## src/rtl/lsu_pkg.sv

```systemverilog
// Shared types and constants for the load/store unit: FSM state encoding,
// RV64I funct3 load/store widths, base byte-enable patterns and the
// alignment check used before any bus beat is issued.
package lsu_pkg;

  typedef enum logic [1:0] {
    ST_IDLE  = 2'd0,
    ST_BEAT0 = 2'd1,
    ST_BEAT1 = 2'd2,
    ST_DONE  = 2'd3
  } lsu_state_e;

  localparam logic [2:0] LSU_B   = 3'b000;
  localparam logic [2:0] LSU_H   = 3'b001;
  localparam logic [2:0] LSU_W   = 3'b010;
  localparam logic [2:0] LSU_D   = 3'b011;
  localparam logic [2:0] LSU_BU  = 3'b100;
  localparam logic [2:0] LSU_HU  = 3'b101;
  localparam logic [2:0] LSU_WU  = 3'b110;
  localparam logic [2:0] LSU_ILL = 3'b111;

  localparam logic [3:0] BE_BYTE = 4'b0001;
  localparam logic [3:0] BE_HALF = 4'b0011;
  localparam logic [3:0] BE_WORD = 4'b1111;

  // Misaligned or illegal width; such accesses never reach the bus.
  function automatic logic lsu_bad_access(input logic [2:0] funct3, input logic [2:0] addr_lo);
    case (funct3)
      LSU_H, LSU_HU: return addr_lo[0];
      LSU_W, LSU_WU: return addr_lo[1:0] != 2'b00;
      LSU_D:         return addr_lo != 3'b000;
      LSU_ILL:       return 1'b1;
      default:       return 1'b0;
    endcase
  endfunction

endpackage

```

## src/rtl/lsu_load_align.sv

```systemverilog
// Load lane extraction: picks the byte/halfword/word selected by the low
// address bits out of a 32-bit bus word and sign- or zero-extends it to 64
// bits according to funct3. Doubleword assembly is handled by the caller.
module lsu_load_align
  import lsu_pkg::*;
(
  input  logic [31:0] rdata32_i,
  input  logic [1:0]  addr_i,
  input  logic [2:0]  funct3_i,
  output logic [63:0] data_o
);

  logic [31:0] shifted;

  assign shifted = rdata32_i >> {addr_i, 3'b000};

  // Extend the selected lane to 64 bits.
  always_comb begin
    case (funct3_i)
      LSU_B:   data_o = {{56{shifted[7]}}, shifted[7:0]};
      LSU_H:   data_o = {{48{shifted[15]}}, shifted[15:0]};
      LSU_W:   data_o = {{32{shifted[31]}}, shifted};
      LSU_BU:  data_o = {56'b0, shifted[7:0]};
      LSU_HU:  data_o = {48'b0, shifted[15:0]};
      default: data_o = {32'b0, shifted};
    endcase
  end

endmodule

```

## src/rtl/load_store_unit.sv

```systemverilog
// Load/store unit between the RV64I data-memory port and a 32-bit
// valid/ready memory bus. Each core access becomes one bus beat (two for
// doublewords, low word first). Stall holds the PC until the one-cycle DONE.
//
// Optional feature macro: LSU_TIMEOUT_EN -- per-beat wait counter that
// aborts a beat after TIMEOUT_CYCLES cycles without bus_ready.
//
// state | meaning
// IDLE  | no access in flight; a request is checked and launched here
// BEAT0 | first (or only) bus beat presented, waiting for bus_ready
// BEAT1 | high word of a doubleword presented, waiting for bus_ready
// DONE  | single cycle: result/access_err valid, stall released
module load_store_unit
  import lsu_pkg::*;
#(
  parameter int ADDR_WIDTH = 32
`ifdef LSU_TIMEOUT_EN
  , parameter int TIMEOUT_CYCLES = 255
`endif
) (
  input  logic                  clk,
  input  logic                  rst,
  input  logic                  core_read_en,
  input  logic                  core_write_en,
  input  logic [ADDR_WIDTH-1:0] core_addr,
  input  logic [63:0]           core_write_data,
  input  logic [2:0]            core_width,
  output logic [63:0]           core_read_data,
  output logic                  stall,
  output logic                  access_err,
  output logic                  bus_req,
  output logic                  bus_we,
  output logic [ADDR_WIDTH-1:0] bus_addr,
  output logic [3:0]            bus_byte_en,
  output logic [31:0]           bus_wdata,
  input  logic                  bus_ready,
  input  logic [31:0]           bus_rdata
);

`ifdef LSU_TIMEOUT_EN
  localparam int WAIT_W = ($clog2(TIMEOUT_CYCLES + 1) > 8) ? $clog2(TIMEOUT_CYCLES + 1) : 8;
  logic [WAIT_W-1:0] wait_q;
`endif

  lsu_state_e            state_q;
  logic                  bus_req_q;
  logic                  bus_we_q;
  logic [ADDR_WIDTH-1:0] bus_addr_q;
  logic [3:0]            bus_be_q;
  logic [31:0]           bus_wdata_q;
  logic [63:0]           rd_data_q;
  logic                  err_q;
  logic [2:0]            width_q;
  logic [1:0]            off_q;
  logic [31:0]           wdata_hi_q;

  logic                  req;
  logic                  bad_access;
  logic [3:0]            be_d;
  logic [31:0]           wdata_d;
  logic [63:0]           load_ext;

  assign req        = core_read_en | core_write_en;
  assign bad_access = lsu_bad_access(core_width, core_addr[2:0]);

  // Reset gates stall so the core is released the instant reset asserts.
  assign stall          = rst & req & (state_q != ST_DONE);
  assign bus_req        = bus_req_q;
  assign bus_we         = bus_we_q;
  assign bus_addr       = bus_addr_q;
  assign bus_byte_en    = bus_be_q;
  assign bus_wdata      = bus_wdata_q;
  assign core_read_data = rd_data_q;
  assign access_err     = err_q;

  // Beat-0 lane strobes and replicated store data for the incoming request.
  always_comb begin
    case (core_width)
      LSU_B, LSU_BU: be_d = BE_BYTE << core_addr[1:0];
      LSU_H, LSU_HU: be_d = BE_HALF << core_addr[1:0];
      default:       be_d = BE_WORD;
    endcase
    case (core_width)
      LSU_B, LSU_BU: wdata_d = {4{core_write_data[7:0]}};
      LSU_H, LSU_HU: wdata_d = {2{core_write_data[15:0]}};
      default:       wdata_d = core_write_data[31:0];
    endcase
    if (!core_write_en) wdata_d = '0;
  end

  lsu_load_align u_load_align (
    .rdata32_i (bus_rdata),
    .addr_i    (off_q),
    .funct3_i  (width_q),
    .data_o    (load_ext)
  );

  // Access sequencer with registered bus and result outputs.
  always_ff @(posedge clk or negedge rst) begin
    if (!rst) begin
      state_q     <= ST_IDLE;
      bus_req_q   <= 1'b0;
      bus_we_q    <= 1'b0;
      bus_addr_q  <= '0;
      bus_be_q    <= '0;
      bus_wdata_q <= '0;
      rd_data_q   <= '0;
      err_q       <= 1'b0;
      width_q     <= '0;
      off_q       <= '0;
      wdata_hi_q  <= '0;
`ifdef LSU_TIMEOUT_EN
      wait_q      <= '0;
`endif
    end else begin
      case (state_q)
        ST_IDLE: begin
          if (req) begin
            rd_data_q  <= '0;
            width_q    <= core_width;
            off_q      <= core_addr[1:0];
            wdata_hi_q <= core_write_data[63:32];
            if (bad_access) begin
              err_q   <= 1'b1;
              state_q <= ST_DONE;
            end else begin
              bus_req_q   <= 1'b1;
              bus_we_q    <= core_write_en;
              bus_addr_q  <= {core_addr[ADDR_WIDTH-1:2], 2'b00};
              bus_be_q    <= be_d;
              bus_wdata_q <= wdata_d;
              state_q     <= ST_BEAT0;
`ifdef LSU_TIMEOUT_EN
              wait_q      <= '0;
`endif
            end
          end
        end
        ST_BEAT0, ST_BEAT1: begin
          if (bus_ready) begin
`ifdef LSU_TIMEOUT_EN
            wait_q <= '0;
`endif
            if (state_q == ST_BEAT0 && width_q == LSU_D) begin
              if (!bus_we_q) rd_data_q[31:0] <= bus_rdata;
              bus_addr_q  <= bus_addr_q + ADDR_WIDTH'(4);
              bus_wdata_q <= bus_we_q ? wdata_hi_q : 32'h0;
              state_q     <= ST_BEAT1;
            end else begin
              if (!bus_we_q) begin
                if (width_q == LSU_D) rd_data_q[63:32] <= bus_rdata;
                else                  rd_data_q        <= load_ext;
              end
              bus_req_q   <= 1'b0;
              bus_we_q    <= 1'b0;
              bus_addr_q  <= '0;
              bus_be_q    <= '0;
              bus_wdata_q <= '0;
              state_q     <= ST_DONE;
            end
          end
`ifdef LSU_TIMEOUT_EN
          else if (wait_q == WAIT_W'(TIMEOUT_CYCLES - 1)) begin
            bus_req_q   <= 1'b0;
            bus_we_q    <= 1'b0;
            bus_addr_q  <= '0;
            bus_be_q    <= '0;
            bus_wdata_q <= '0;
            rd_data_q   <= '0;
            err_q       <= 1'b1;
            wait_q      <= '0;
            state_q     <= ST_DONE;
          end else begin
            wait_q <= wait_q + 1'b1;
          end
`endif
        end
        default: begin
          err_q   <= 1'b0;
          state_q <= ST_IDLE;
        end
      endcase
    end
  end

endmodule

```

## config.mk

```make
export PLATFORM = sky130hd
export DESIGN_NAME = load_store_unit
export DESIGN_NICKNAME = d
export VERILOG_FILES = /design/src/rtl/lsu_pkg.sv /design/src/rtl/lsu_load_align.sv /design/src/rtl/load_store_unit.sv
export SDC_FILE = /design/constraint.sdc
export NUM_CORES = 1
export LEC_CHECK = 0
export CORE_MARGIN = 3
export CORE_UTILIZATION = 47
export CTS_CLUSTER_SIZE = 14
export DETAILED_ROUTE_END_ITERATION = 8
export GPL_ROUTABILITY_DRIVEN = 0
export HOLD_SLACK_MARGIN = 0.08
export PLACE_DENSITY = 0.81
export SLEW_MARGIN = 10
export SYNTH_ARGS = -nofsm -noshare
export SYNTH_HDL_FRONTEND = slang
export SYNTH_SLANG_ARGS = --single-unit
```

## constraint.sdc

```tcl
create_clock -name clk -period 2.8 [get_ports clk]
set_clock_uncertainty 0.1 [all_clocks]
set_input_delay 0.42 -clock clk [delete_from_list [all_inputs] [get_ports clk]]
set_output_delay 0.42 -clock clk [all_outputs]
set_load 0.01 [all_outputs]
```

Word level (Yosys, flattened, before mapping)
Index checks and enable logic that the tools add are counted.
{"block": "classes", "n_eq_ne": 22, "n_bitwise": 4, "reduce_logical": 18, "shifts": 3, "addsub": 1, "mux": 46}
{"operator": "32-bit 2-to-1 mux", "n": 15}
{"operator": "64-bit case mux with 5 select lines", "n": 1}
{"operator": "64-bit 2-to-1 mux", "n": 3}
{"operator": "32-bit case mux with 2 select lines", "n": 3}
{"operator": "64-bit case mux with 2 select lines", "n": 1}
{"operator": "32-bit by 3-bit adder with 32-bit output, second input constant", "n": 1}
{"operator": "32-bit by 5-bit right shift with 32-bit output", "n": 1}
{"operator": "3-bit equality test, second input constant", "n": 6}
{"operator": "4-bit 2-to-1 mux", "n": 4}
{"operator": "4-bit case mux with 2 select lines", "n": 2}
{"operator": "5-bit AND reduction", "n": 3}
{"operator": "2-bit inequality test, second input constant", "n": 7}
{"operator": "3-bit by 2-bit equality test with 1-bit output, second input constant", "n": 4}
{"operator": "1-bit 2-to-1 mux", "n": 9}
{"operator": "2-bit OR reduction", "n": 4}
{"operator": "3-bit by 1-bit equality test with 1-bit output, second input constant", "n": 2}
{"operator": "3-bit zero test", "n": 2}
{"operator": "2-bit 2-to-1 mux", "n": 3}
{"operator": "1-bit case mux with 2 select lines", "n": 3}
{"operator": "1-bit case mux with 4 select lines", "n": 1}
{"operator": "2-bit case mux with 2 select lines", "n": 1}
{"operator": "2-bit AND reduction", "n": 2}
{"operator": "4-bit AND reduction", "n": 1}
{"operator": "2-bit nonzero test", "n": 2}
{"operator": "12 further kinds", "n": 13}
{"block": "totals", "out_inout_bits": 136, "word_cells": 106, "regBits": 174}

Depth between registers and ports, before layout
{"block": "logic_depth", "ltp_word": 7, "ltp_mapped": 11}

Cells and area by module
Synthesis repeated with hierarchy kept, for this count alone.
{"block": "unflattened", "hier_cells": 986, "hier_area_um2": 9701.8}
{"mod": "load_store_unit", "area_each_um2": 8685.8, "n_inst": 1, "cells_each": 847}
{"mod": "lsu_load_align", "area_each_um2": 1016.0, "n_inst": 1, "cells_each": 139}

Worst setup path after synthesis
Ideal clock, no wire load.
{"block": "synth_path", "kind": "reg-to-reg", "startpoint": "register state_q[0]", "endpoint": "register bus_addr_q[14], in the netlist bus_addr[14]", "t_required_ns": 2.584, "setup_time_ns": 0.116, "arrival_time_ns": 2.119, "path_buffers": 3, "path_stages_with_launch": 11, "period_less_slack_ns": 2.335, "path_slack_ns": 0.465, "cell_sequence": "dfrtp_1 inv_1 ha_1 clkbuf_1 inv_2 clkbuf_1 nand2_1 nor3_1 clkbuf_1 nand2_1 o311ai_0"}
{"block": "synth_between", "elab_chain_cells": 5, "elab_cells_between_ends": 13, "classes_between": "5 x eq/ne; 3 x mux; 5 x reduce/logical"}
{"element": "start, declared", "line_no": "load_store_unit.sv:45", "rtl": "lsu_state_e state_q;"}
{"element": "start signal, assigned", "line_no": "load_store_unit.sv:101", "rtl": "state_q <= ST_IDLE;"}
{"element": "start signal, assigned", "line_no": "load_store_unit.sv:125", "rtl": "state_q <= ST_DONE;"}
{"element": "start signal, assigned", "line_no": "load_store_unit.sv:132", "rtl": "state_q <= ST_BEAT0;"}
{"element": "2-bit by 1-bit equality test with 1-bit output", "line_no": "load_store_unit.sv:116, load_store_unit.sv:144"}
{"element": "1-bit logical AND", "line_no": "load_store_unit.sv:144", "rtl": "if (state_q == ST_BEAT0 && width_q == LSU_D) begin"}
{"element": "32-bit 2-to-1 mux", "line_no": "load_store_unit.sv:144"}
{"element": "32-bit 2-to-1 mux", "line_no": "load_store_unit.sv:140", "rtl": "if (bus_ready) begin"}
{"element": "32-bit case mux with 2 select lines", "line_no": "load_store_unit.sv:116", "rtl": "case (state_q)"}
{"element": "end signal, assigned", "line_no": "load_store_unit.sv:129", "rtl": "bus_addr_q <= {core_addr[ADDR_WIDTH-1:2], 2'b00};"}
{"element": "end signal, assigned", "line_no": "load_store_unit.sv:146", "rtl": "bus_addr_q <= bus_addr_q + ADDR_WIDTH'(4);"}
{"element": "end, declared", "line_no": "load_store_unit.sv:48", "rtl": "logic [ADDR_WIDTH-1:0] bus_addr_q;"}
Several ways; a longest one is shown, not always the timed one. The select of a mux whose other input is x is not followed.
A chain may end at the register's enable or synchronous reset.

Final worst setup path
{"block": "layout_path", "startpoint": "register state_q[0]", "endpoint": "output port stall"}
{"block": "layout_between", "elab_chain_cells": 2}
{"element": "2-bit inequality test", "line_no": "load_store_unit.sv:67", "rtl": "assign stall = rst & req & (state_q != ST_DONE);"}
{"element": "1-bit bitwise AND", "line_no": "load_store_unit.sv:67"}
{"element": "end, declared", "line_no": "load_store_unit.sv:29", "rtl": "output logic stall,"}
Every way passes these cells.

==> out/results.ini <==
[status]
status = finished, final reports clean

[worst_setup_path]
cp.required_ns = 2.28
critPathCapture = stall
critPathLaunch = state_q[0]
cp_slowest_stage_delay_ns = 0.61
end_kind = output pin
reg2reg_from = state_q[0]
slowest_stage = clkdlybuf4s50_1
reg2reg_depth = 9
cp_top_family = buffers and inverters
path_buf_inv = 1
cp_num_cells = 3
cp_cell_sequence = ha_1, nor3b_1, clkdlybuf4s50_1
r2r_slack_ns = 0.28
r2r-end = bus_wdata[10]
crit_arrival_ns = 2.07
setup.worst_path.start_class = flop
crit_type = reg2out
path_max_fanout = 4

[logic_synthesis]
ys_seq_elements = 172
netlist_area_um2 = 8770
synth.area.top_cells = dfrtp_1, nor2_1, mux2_2
post-synth-top-count-cell = dfrtp_1
synth_top_area_share_pct = 49.1
yosysTopAreaCell = dfrtp_1
synth-edff-count = 0
synth.yosys.warnings = 0
syn_area_per_cell_um2 = 9.40
syn-instance-count = 933
synth_ff_type = dfrtp_1
synth.distinct_cells = 59
ys_seq_area_share_pct = 49.1
synth.top_cells.by_count = dfrtp_1, nor2_1, nand2_1
ys_async_sr_fraction_pct = 100

[sta]
hold_viol_final = 0
finalCritPeriodShare_pct = 92.3
fin_crit_ns = 2.59
tns_ns = 0
slew_viol_final = 0
setup_viol = 0
rsz0062_at_grt = false
worst-slew-pin-transition_ns = 0.711
fmax_mhz = 387
slew_headroom_pct = 52.6

[clock_network]
cts_buffers = 17
post-cts-setup-buffer-count = 0
clk_pin_slew_ns = 0.07
clkSinkCount = 172
cts_tree = yes
cts-root-buf = clkbuf_16
cts-htree-levels = 4
clock_latency_ns = 0.44
clockBufferDepth = 2

[global_route]
grt_max_degree = 133
antenna_found_initial = 0
gr-total-overflow = 0
first_global_vias = 8151
grt_pass1_wl_mm = 44.3
grt_usage_pct = 27.7

[placed_design]
numPortBuffers = 269
dp_hpwl_mm = 20.2
dp.cells = 1398

[hold_path]
min-delay-path-class = reg2reg

[routing]
drt_iter0_markers = 830
drc = 0
drt-total-wl_mm = 28.8
routed_via_density = 5.84
via_count = 8362
dr.pass1.iters = 7
avgRoutedWirePerCell_um = 20.1
drtAntennaViolNets = 0

[pwr]
peakVddDrop_mv = 0.732
swShare_pct = 41.0
pwr-share-clk_pct = 16.9
comb_power_share_pct = 53.7
power_density_nw_per_um2 = 1210
p_sw_uw = 6200
leakagePower_uw = 0.00519
seqPwrFrac_pct = 29.5
p_int_uw = 8930

[floorplanning]
ios = 272
fp.dieArea_um2 = 20300
rows = 49
die_w_um = 143
fp.coreArea_um2 = 18100
die_h_um = 143
initial_utilization_pct = 48.3

[job]
drv_cap = 0

[final_layout]
antennaDiodeCount = 0
nets = 1329
finalNonFillerCells = 1431
area_growth_pct = 42.3
drive_gt1_share_pct = 10.8

state kept, by name, indices dropped and copies added, names as in the netlist:
signal,cells
bus_we,1
bus_addr,30
core_read_data,64
access_err,1
state_q,2
bus_wdata,32
bus_req,1
off_q,2
bus_byte_en,4
wdata_hi_q,32
width_q,3
power groups by stage:
stage	Combinational (µW)	Clock, µW	Sequential, µW
after CTS	8100	2590	4440
after detailed placement	8040	0	4470
after global routing	8820	2700	4590
final	8120	2550	4460
after floorplan	4400	0	4610
after global placement	7830	0	4430
cell usage in the layout, fill, tap and decap left out, types with 4 or more instances in the layout:
master / Yosys / routed
a21o_1: 5 / 5
a21oi_1: 77 / 76
a221oi_1: 16 / 16
a22o_1: 10 / 10
a22oi_1: 17 / 17
a2bb2oi_1: 11 / 11
a31oi_1: 5 / 5
a32oi_1: 4 / 4
and2_1: 5 / 5
and3_1: 4 / 4
buf_12: 0 / 5
buf_4: 2 / 33
clkbuf_16: 0 / 17
clkdlybuf4s50_1: 0 / 268
dfrtp_1: 172 / 172
ha_1: 4 / 4
inv_1: 17 / 17
inv_6: 0 / 6
mux2_2: 39 / 39
mux2i_1: 25 / 25
mux4_2: 8 / 8
nand2_1: 110 / 110
nand2b_1: 5 / 5
nand3_1: 17 / 17
nand4_1: 9 / 9
nor2_1: 124 / 123
o211ai_1: 10 / 10
o21ai_0: 62 / 62
o21ai_1: 32 / 31
o22ai_1: 4 / 4
o2bb2ai_1: 13 / 13
o311ai_0: 5 / 5
o32a_1: 5 / 5
o32ai_1: 4 / 4
area by class of cell:
cell class                      count  area [µm²]
Sequential cell                   172        4300
Inverter                           18        67.6
Tap cell                          229         287
Multi-Input combinational cell    672        4140
Clock inverter                     14         193
Fill cell                        1420        5670
Clock buffer                       18         439
Timing Repair Buffer              308        3050
layer usage:
layer / part of all wire [%] / routed length (µm) / GRT usage, %
met1: 39 / 11400 / 35.9
met4: 4.0 / 1160 / 12.2
met5: 0 / 0 / 0
met2: 48 / 14000 / 44.5
met3: 8.0 / 2300 / 6.79
repair_timing:
item	in CTS	in global routing
hold buffers	1	0
resized for setup	0	0
hold endpoints to repair	40	0
worst register-to-register path: stages (launching register included):
cell and delay, ns:
dfrtp_1 0.40, inv_1 0.06, ha_1 0.35, inv_2 0.11, nor3_2 0.21, buf_4 0.33, and2_1 0.19, buf_4 0.36
a21oi_1 0.14, o21ai_0 0.19
metrics by stage:
step	power, µW	hold WS [ns]	utilization, %	worst slack, ns	instance area (µm²)
3_3_place_gp	12300	0.362	65.2	0.244	11800
3_5_place_dp	12500	0.369	65.2	0.177	11800
2_1_floorplan	9010	0.0244	-	0.465	8770
5_1_grt	16100	0.404	68.8	0.148	12500
6_report	15100	0.378	68.8	0.215	12500
4_1_cts	15100	0.384	68.8	0.236	12500
kinds of logic after synthesis:
logic type	synth area share, %
AO/OA/AOI/OAI	21.6
adder cells (fa/ha/maj)	0.571
buffers and inverters	4.17
flip-flops	49.1
multiplexers	9.91
other	0.0428
AND/OR/NAND/NOR	14.6
worst min-delay path by stage:
stage / cells past startpoint / slack, ns / to / from
floorplan: 0 / 0.02 / access_err / rst
global placement: 2 / 0.36 / bus_wdata[20] / bus_wdata[20]
detailed placement: 2 / 0.37 / bus_wdata[23] / bus_wdata[23]
CTS: 2 / 0.38 / bus_wdata[23] / bus_wdata[23]
global route: 2 / 0.40 / bus_wdata[23] / bus_wdata[23]
finish: 2 / 0.38 / bus_wdata[18] / bus_wdata[18]
Power figures use the tool's default switching activity.
